$ cat src/rtl/psion_lcd_pkg.sv
`default_nettype none
// ============================================================================
// psion_lcd_pkg
//   Shared panel geometry and capture state encoding for the Psion 5MX LCD bus.
//   Revision: 1.0
// ============================================================================
package psion_lcd_pkg;

  localparam int unsigned c_width_nibbles_default = 160;
  localparam int unsigned c_height_default        = 240;
  localparam int unsigned c_addr_w_default        = 15;
  localparam int unsigned c_bytes_per_row_default = c_width_nibbles_default / 2;

  typedef logic [0:0] lcd_state_t;
  localparam lcd_state_t c_st_unlocked = 1'b0;
  localparam lcd_state_t c_st_active   = 1'b1;

endpackage
`default_nettype wire

$ cat src/rtl/psion_sync_edge.sv
`default_nettype none
// ============================================================================
// psion_sync_edge
//   Two-flop synchronizer with registered rise/fall detection on stage two.
//   Revision: 1.0
// ============================================================================
module psion_sync_edge (
  input  logic clk,
  input  logic reset,
  input  logic d_i,
  output logic level_o,
  output logic rise_o,
  output logic fall_o
);

  logic s1_q, s2_q, s3_q, rise_q, fall_q;

  always_ff @(posedge clk) begin
    if (reset) begin
      s1_q   <= 1'b0;
      s2_q   <= 1'b0;
      s3_q   <= 1'b0;
      rise_q <= 1'b0;
      fall_q <= 1'b0;
    end else begin
      s1_q   <= d_i;
      s2_q   <= s1_q;
      s3_q   <= s2_q;
      rise_q <= s2_q & ~s3_q;
      fall_q <= ~s2_q & s3_q;
    end
  end

  assign level_o = s2_q;
  assign rise_o  = rise_q;
  assign fall_o  = fall_q;

endmodule
`default_nettype wire

$ cat src/rtl/psion_lcd_capture.sv
`default_nettype none
// ============================================================================
// psion_lcd_capture
//   Decodes the Psion 5MX panel bus back into packed frame-buffer byte writes.
//   Revision: 1.0
// ============================================================================
module psion_lcd_capture
  import psion_lcd_pkg::*;
#(
  parameter int unsigned WIDTH_NIBBLES = c_width_nibbles_default,
  parameter int unsigned HEIGHT        = c_height_default,
  parameter int unsigned ADDR_W        = c_addr_w_default
) (
  input  logic              clk,
  input  logic              reset,
  input  logic              lcd_clk_i,
  input  logic              lcd_row_i,
  input  logic              lcd_frame_i,
  input  logic [3:0]        lcd_data_i,
  input  logic              lcd_enable_i,
  output logic              fb_we_o,
  output logic [ADDR_W-1:0] fb_addr_o,
  output logic [7:0]        fb_data_o,
  output logic              frame_done_o,
  output logic              locked_o,
  output logic              err_o,
  output logic [15:0]       frame_count_o
);

  localparam int unsigned c_xw = $clog2(WIDTH_NIBBLES + 1);
  localparam int unsigned c_yw = (HEIGHT > 1) ? $clog2(HEIGHT) : 1;
  localparam logic [c_xw-1:0] c_x_end  = c_xw'(WIDTH_NIBBLES);
  localparam logic [c_yw-1:0] c_y_last = c_yw'(HEIGHT - 1);

  logic w_nib, w_row, w_en;
  logic w_clk_level, w_clk_rise, w_row_level, w_row_fall, w_en_rise, w_en_fall;
  logic w_unused;

  psion_sync_edge u_sync_clk (
    .clk(clk), .reset(reset), .d_i(lcd_clk_i),
    .level_o(w_clk_level), .rise_o(w_clk_rise), .fall_o(w_nib)
  );
  psion_sync_edge u_sync_row (
    .clk(clk), .reset(reset), .d_i(lcd_row_i),
    .level_o(w_row_level), .rise_o(w_row), .fall_o(w_row_fall)
  );
  psion_sync_edge u_sync_en (
    .clk(clk), .reset(reset), .d_i(lcd_enable_i),
    .level_o(w_en), .rise_o(w_en_rise), .fall_o(w_en_fall)
  );

  assign w_unused = ^{w_clk_level, w_clk_rise, w_row_level, w_row_fall, w_en_rise, w_en_fall};

  // Third stage lines data/frame up with the registered edge events.
  logic [3:0] data1_q, data2_q, data3_q;
  logic       frame1_q, frame2_q, frame3_q;

  always_ff @(posedge clk) begin
    if (reset) begin
      data1_q  <= 4'd0;
      data2_q  <= 4'd0;
      data3_q  <= 4'd0;
      frame1_q <= 1'b0;
      frame2_q <= 1'b0;
      frame3_q <= 1'b0;
    end else begin
      data1_q  <= lcd_data_i;
      data2_q  <= data1_q;
      data3_q  <= data2_q;
      frame1_q <= lcd_frame_i;
      frame2_q <= frame1_q;
      frame3_q <= frame2_q;
    end
  end

  lcd_state_t        state_q, state_d;
  logic [c_xw-1:0]   x_q, x_d;
  logic [c_yw-1:0]   y_q, y_d;
  logic [ADDR_W-1:0] addr_q, addr_d;
  logic [3:0]        hold_q, hold_d;
  logic              half_q, half_d;
  logic              w_clear;
  logic              we_d, err_d, done_d;

  logic              fb_we_q, frame_done_q, err_q;
  logic [ADDR_W-1:0] fb_addr_q;
  logic [7:0]        fb_data_q;
  logic [15:0]       frame_count_q;

  always_ff @(posedge clk) begin
    if (reset) begin
      state_q       <= c_st_unlocked;
      x_q           <= '0;
      y_q           <= '0;
      addr_q        <= '0;
      hold_q        <= 4'd0;
      half_q        <= 1'b0;
      fb_we_q       <= 1'b0;
      fb_addr_q     <= '0;
      fb_data_q     <= 8'd0;
      frame_done_q  <= 1'b0;
      err_q         <= 1'b0;
      frame_count_q <= 16'd0;
    end else begin
      state_q      <= state_d;
      x_q          <= x_d;
      y_q          <= y_d;
      addr_q       <= addr_d;
      hold_q       <= hold_d;
      half_q       <= half_d;
      fb_we_q      <= we_d;
      frame_done_q <= done_d;
      err_q        <= err_d;
      if (we_d) begin
        fb_addr_q <= addr_q;
        fb_data_q <= {hold_q, data3_q};
      end
      if (done_d) frame_count_q <= frame_count_q + 16'd1;
    end
  end

  always_comb begin
    state_d = state_q;
    x_d     = x_q;
    y_d     = y_q;
    addr_d  = addr_q;
    hold_d  = hold_q;
    half_d  = half_q;
    w_clear = 1'b0;
    if (!w_en) begin
      state_d = c_st_unlocked;
      w_clear = 1'b1;
    end else if (state_q == c_st_unlocked) begin
      if (w_row && !w_nib && frame3_q) begin
        state_d = c_st_active;
        w_clear = 1'b1;
      end
    end else if (w_nib && w_row) begin
      state_d = c_st_unlocked;
      w_clear = 1'b1;
    end else if (w_nib) begin
      if (x_q == c_x_end) begin
        state_d = c_st_unlocked;
        w_clear = 1'b1;
      end else begin
        x_d = x_q + c_xw'(1);
        if (!half_q) begin
          hold_d = data3_q;
          half_d = 1'b1;
        end else begin
          half_d = 1'b0;
          addr_d = addr_q + ADDR_W'(1);
        end
      end
    end else if (w_row) begin
      if (x_q != c_x_end) begin
        state_d = c_st_unlocked;
        w_clear = 1'b1;
      end else if (!frame3_q) begin
        if (y_q != c_y_last) begin
          y_d = y_q + c_yw'(1);
          x_d = '0;
        end else begin
          state_d = c_st_unlocked;
          w_clear = 1'b1;
        end
      end else begin
        // Frame marker always restarts counting; only the timing decides err vs done.
        w_clear = 1'b1;
      end
    end
    if (w_clear) begin
      x_d    = '0;
      y_d    = '0;
      addr_d = '0;
      half_d = 1'b0;
    end
  end

  always_comb begin
    we_d   = 1'b0;
    err_d  = 1'b0;
    done_d = 1'b0;
    if (w_en && state_q == c_st_active) begin
      if (w_nib && w_row) begin
        err_d = 1'b1;
      end else if (w_nib) begin
        if (x_q == c_x_end) err_d = 1'b1;
        else                we_d  = half_q;
      end else if (w_row) begin
        if (x_q != c_x_end)          err_d  = 1'b1;
        else if (!frame3_q)          err_d  = (y_q == c_y_last);
        else if (y_q == c_y_last)    done_d = 1'b1;
        else                         err_d  = 1'b1;
      end
    end
  end

  assign fb_we_o       = fb_we_q;
  assign fb_addr_o     = fb_addr_q;
  assign fb_data_o     = fb_data_q;
  assign frame_done_o  = frame_done_q;
  assign err_o         = err_q;
  assign locked_o      = (state_q == c_st_active);
  assign frame_count_o = frame_count_q;

endmodule
`default_nettype wire

$ cat config.mk
export PLATFORM = sky130hd
export DESIGN_NAME = psion_lcd_capture
export DESIGN_NICKNAME = d
export VERILOG_FILES = /design/src/rtl/psion_lcd_pkg.sv /design/src/rtl/psion_sync_edge.sv /design/src/rtl/psion_lcd_capture.sv
export SDC_FILE = /design/constraint.sdc
export NUM_CORES = 1
export LEC_CHECK = 0
export ABC_CLOCK_PERIOD_IN_PS = 3050
export CORE_MARGIN = 1
export CORE_UTILIZATION = 30
export DETAILED_ROUTE_END_ITERATION = 10
export GPL_TIMING_DRIVEN = 1
export PLACE_DENSITY = 0.46
export SKIP_LAST_GASP = 1
export SLEW_MARGIN = 25
export SYNTH_ARGS = -nofsm -noshare
export SYNTH_HDL_FRONTEND = slang
export SYNTH_SLANG_ARGS = --single-unit
$ cat constraint.sdc
create_clock -name clk -period 3.05 [get_ports clk]
set_clock_uncertainty 0.05 [all_clocks]
set_input_delay 0.61 -clock clk [delete_from_list [all_inputs] [get_ports clk]]
set_output_delay 0.61 -clock clk [all_outputs]
set_load 0.02 [all_outputs]
==> impl_metrics.csv <==
group,metric,value,unit
cells_and_area,final_common_cell,"dfxtp_1",
synth,netlist.area_leader.share,48.20,%
synth,synth.avg_cell_area,8.851,um2
setup_path,cp_common_cell,"ha_1",
power,intPower,0.001970,W
timing,finalSetupTns,0,ns
power,clkPwrFrac,43.6,%
setup_path,required,3.28,ns
timing,slew_headroom,44.42,%
synth,postSynthNetCount,509,
cells_and_area,final_area,5315,um2
clocking,clock-root-buffer,"clkbuf_16",
timing,hold_ws,0.3306,ns
floorplan,core.rowCount,43,
clocking,cts_resized,0,
cells_and_area,num-nets-final,556,
clocking,htree_levels,3,
setup_path,cp-start-kind,"register",
synth,synth-seq-area-share,48.20,%
timing,rsz0062_at_grt,"false",
synth,ys.warnings.count,0,
setup_path,reg2reg_to,"frame_count_o[5]$_SDFFE_PP0P_",
floorplan,dieArea,14880,um2
cells_and_area,fillers,1447,
synth,yosys-mux-area-fraction,1.390,%
setup_path,critPathTopFamily,"simple AND/OR/NAND/NOR gates",
global_routing,grt-ovfl-total,0,
place,numPortBuffers,52,
clocking,path_clk_slew,0.07,ns
global_routing,grt_use_met3,2.622,%
clocking,cts_tree,"yes",
global_routing,top_usage_layer,"met2",
routing,detailedRoute.firstIterationViolations,196,
global_routing,grt_max_degree,71,
power,seqPwrFrac,54.7,%
global_routing,grt_util_met2,22.56,%
power,pwr-share-comb,1.7,%
floorplan,start_util,30.88,%
floorplan,fp.dieH,122.0,um
clocking,numCtsBuffers,9,
synth,ys.flop_type,"dfxtp_1",
cells_and_area,drive_above_1_share,5.556,%
power,p_leak,1.684,nW
synth,synthTopCellsByArea,"dfxtp_1, a21oi_1, nand2_1",
synth,yosys.area.top_type,"dfxtp_1",
worst_hold_path,hp-start,"u_sync_row.s3_q$_SDFF_PP0_",
global_routing,grt_use_met1,16.44,%
setup_path,critPathBufInv,2,
timing,period_needed,2.662,ns
place,dpl_cell_area,5035,um2
clocking,cts_setup_buffers,0,
routing,wl_per_cell,13.06,um
power,switching_share,21.63,%
setup_path,crit_chain,"ha_1 -> nand3_1 -> or2_2 -> inv_1 -> ha_1 -> and3b_1 -> nand4_1 -> buf_4 -> or4_1 -> a21oi_1",
synth,synth_top_family_by_area,"simple AND/OR/NAND/NOR gates",
place,dp_hpwl,6348,um
setup_path,cp_slowest_cell,"or4_1",
cells_and_area,multi_input_area,2081,um2
synth,synth_simple_gate_area_share,26.19,%
routing,vias,3641,
clocking,insertion_delay,0.35,ns
clocking,cts_max_path_buffers,2,
setup_path,cp.arrival,2.89,ns
synth,syn-cell-area,4319,um2
setup_path,critPathCaptureType,"register",
timing,hold_violations,0,
global_routing,grt_pass1_wl,15880,um
cells_and_area,seq_area,2082,um2
setup_path,reg2reg_from,"y_q[0]$_SDFFE_PP0P_",
status,status,"completed",
synth,async_flop_share,0,%
timing,finalCritPeriodShare,87.28,%
timing,drv_slew,0,
setup_path,worstSetupPathType,"register to register",
floorplan,die_w,122.0,um
synth,synth_seq_cells,104,
cells_and_area,layout_common_cells,"dfxtp_1, nand2_1, a21oi_1",
global_routing,grt_pass1_vias,3432,
power,ir_worst_vdd,0.0002443,V
setup_path,crit_fanout,15,
timing,finalSetupViolCount,0,
routing,ant_nets,0,
setup_path,rrSetupSlack,0.39,ns
power,p_sw,0.0005436,W
synth,synth_fa_ha_area_share,3.187,%
routing,drc,0,
run,maxCapViolations,0,
synth,ys_types,41,
floorplan,ios,53,
synth,synth_compound_area_share,15.99,%
routing,dr.pass1.iters,4,
synth,synth_edf_count,0,
setup_path,rr_worst_depth,10,
setup_path,slowest_delay,0.51,ns
synth,synth_xor_area_share,1.217,%
worst_hold_path,hold_end,"u_sync_row.rise_o$_SDFF_PP0_",
cells_and_area,antenna_cells,0,
power,p_per_area,472.9,nW/um2
routing,routed_wl,9400,um
synth,syn_inst,488,
cells_and_area,syn_to_final_growth,23.06,%
timing,fmax,375.6,MHz
routing,vias_per_cell,5.057,
global_routing,grtUsageTotal,13.40,%
place,gp_congestion,0.7500,
worst_hold_path,hold_depth,1,
floorplan,fp.coreArea,13990,um2
worst_hold_path,hold_class,"register to register",
clocking,cts_hold_buf,0,
timing,worst_pin_slew,0.8298,ns
clocking,cts.sinks,104,
global_routing,antenna_found_initial,0,
-- power by group through the flow --
stage               clock, W  combinational [W]  sequential [W]
floorplan                  0          0.0000275         0.00140
global placement           0          0.0000443         0.00141
detailed placement         0          0.0000448         0.00141
CTS                  0.00114          0.0000448         0.00137
global route         0.00119          0.0000494         0.00138
finish               0.00110          0.0000436         0.00137
-- per-stage QoR --
stage	total power (W)	setup WS, ns	utilization, %	instances
after CTS	0.002562	0.4056	38.00	720
after global placement	0.001451	0.4839	35.99	704
after floorplan	0.001432	0.5740	-	488
after global routing	0.002613	0.2021	38.00	720
final	0.002514	0.3878	38.00	720
after detailed placement	0.001451	0.4243	35.99	704
-- state kept, by name, indices dropped and copies added (netlist names), 4 cells and up --
name / cells
hold_q: 4
data3_q: 4
data2_q: 4
x_q: 8
frame_count_o: 16
fb_data_o: 8
data1_q: 4
y_q: 8
fb_addr_o: 15
addr_q: 15
-- cell type report --
| cell class | count | area share (%) |
|---|---|---|
| clock inverter | 5 | 0.7062 |
| timing repair buffer | 63 | 11.25 |
| sequential | 104 | 39.17 |
| clock buffer | 11 | 4.567 |
| tap | 180 | 4.237 |
| inverter | 13 | 0.9181 |
| multi-input combinational | 344 | 39.15 |
-- metal layers --
layer	vias to the layer above	wire length, um
met5	-	0
met2	50	4392
met1	1724	4574
met3	13	265
met4	0	167
li1	1854	-
-- worst max-delay path by stage --
stage                                   start                              to  slack [ns]  depth (start not counted)
final                     y_q[0]$_SDFFE_PP0P_   frame_count_o[5]$_SDFFE_PP0P_        0.39                         10
after global routing      y_q[0]$_SDFFE_PP0P_   frame_count_o[6]$_SDFFE_PP0P_        0.20                         10
after global placement    y_q[0]$_SDFFE_PP0P_   frame_count_o[9]$_SDFFE_PP0P_        0.48                         10
after detailed placement  y_q[0]$_SDFFE_PP0P_   frame_count_o[5]$_SDFFE_PP0P_        0.42                         10
after floorplan           y_q[0]$_SDFFE_PP0P_  frame_count_o[15]$_SDFFE_PP0P_        0.57                         10
after CTS                 y_q[0]$_SDFFE_PP0P_   frame_count_o[5]$_SDFFE_PP0P_        0.41                         10
-- cell families after synthesis --
logic type,Yosys count
mux,6
fa+ha+maj,11
buf+inv,40
simple gates,205
flops,104
xor+xnor,6
compound gates,116
-- cell usage after synthesis (2+ instances only) --
cell / number
nand4_1: 8
inv_1: 13
dfxtp_1: 104
and2_1: 4
or4_1: 24
and4_1: 4
o2111ai_1: 3
a21oi_1: 64
buf_4: 2
nand3_1: 16
nand2_1: 66
nor2_1: 18
o21ai_0: 15
o31ai_1: 26
xnor2_1: 3
xor2_1: 3
mux2i_1: 6
and4b_1: 2
nor2b_1: 25
and3_1: 3
nor3_1: 2
and3b_1: 5
nand2b_1: 2
or3_1: 17
ha_1: 11
buf_2: 5
nand4b_1: 5
clkbuf_1: 19
(Power assumes the default switching activity.)
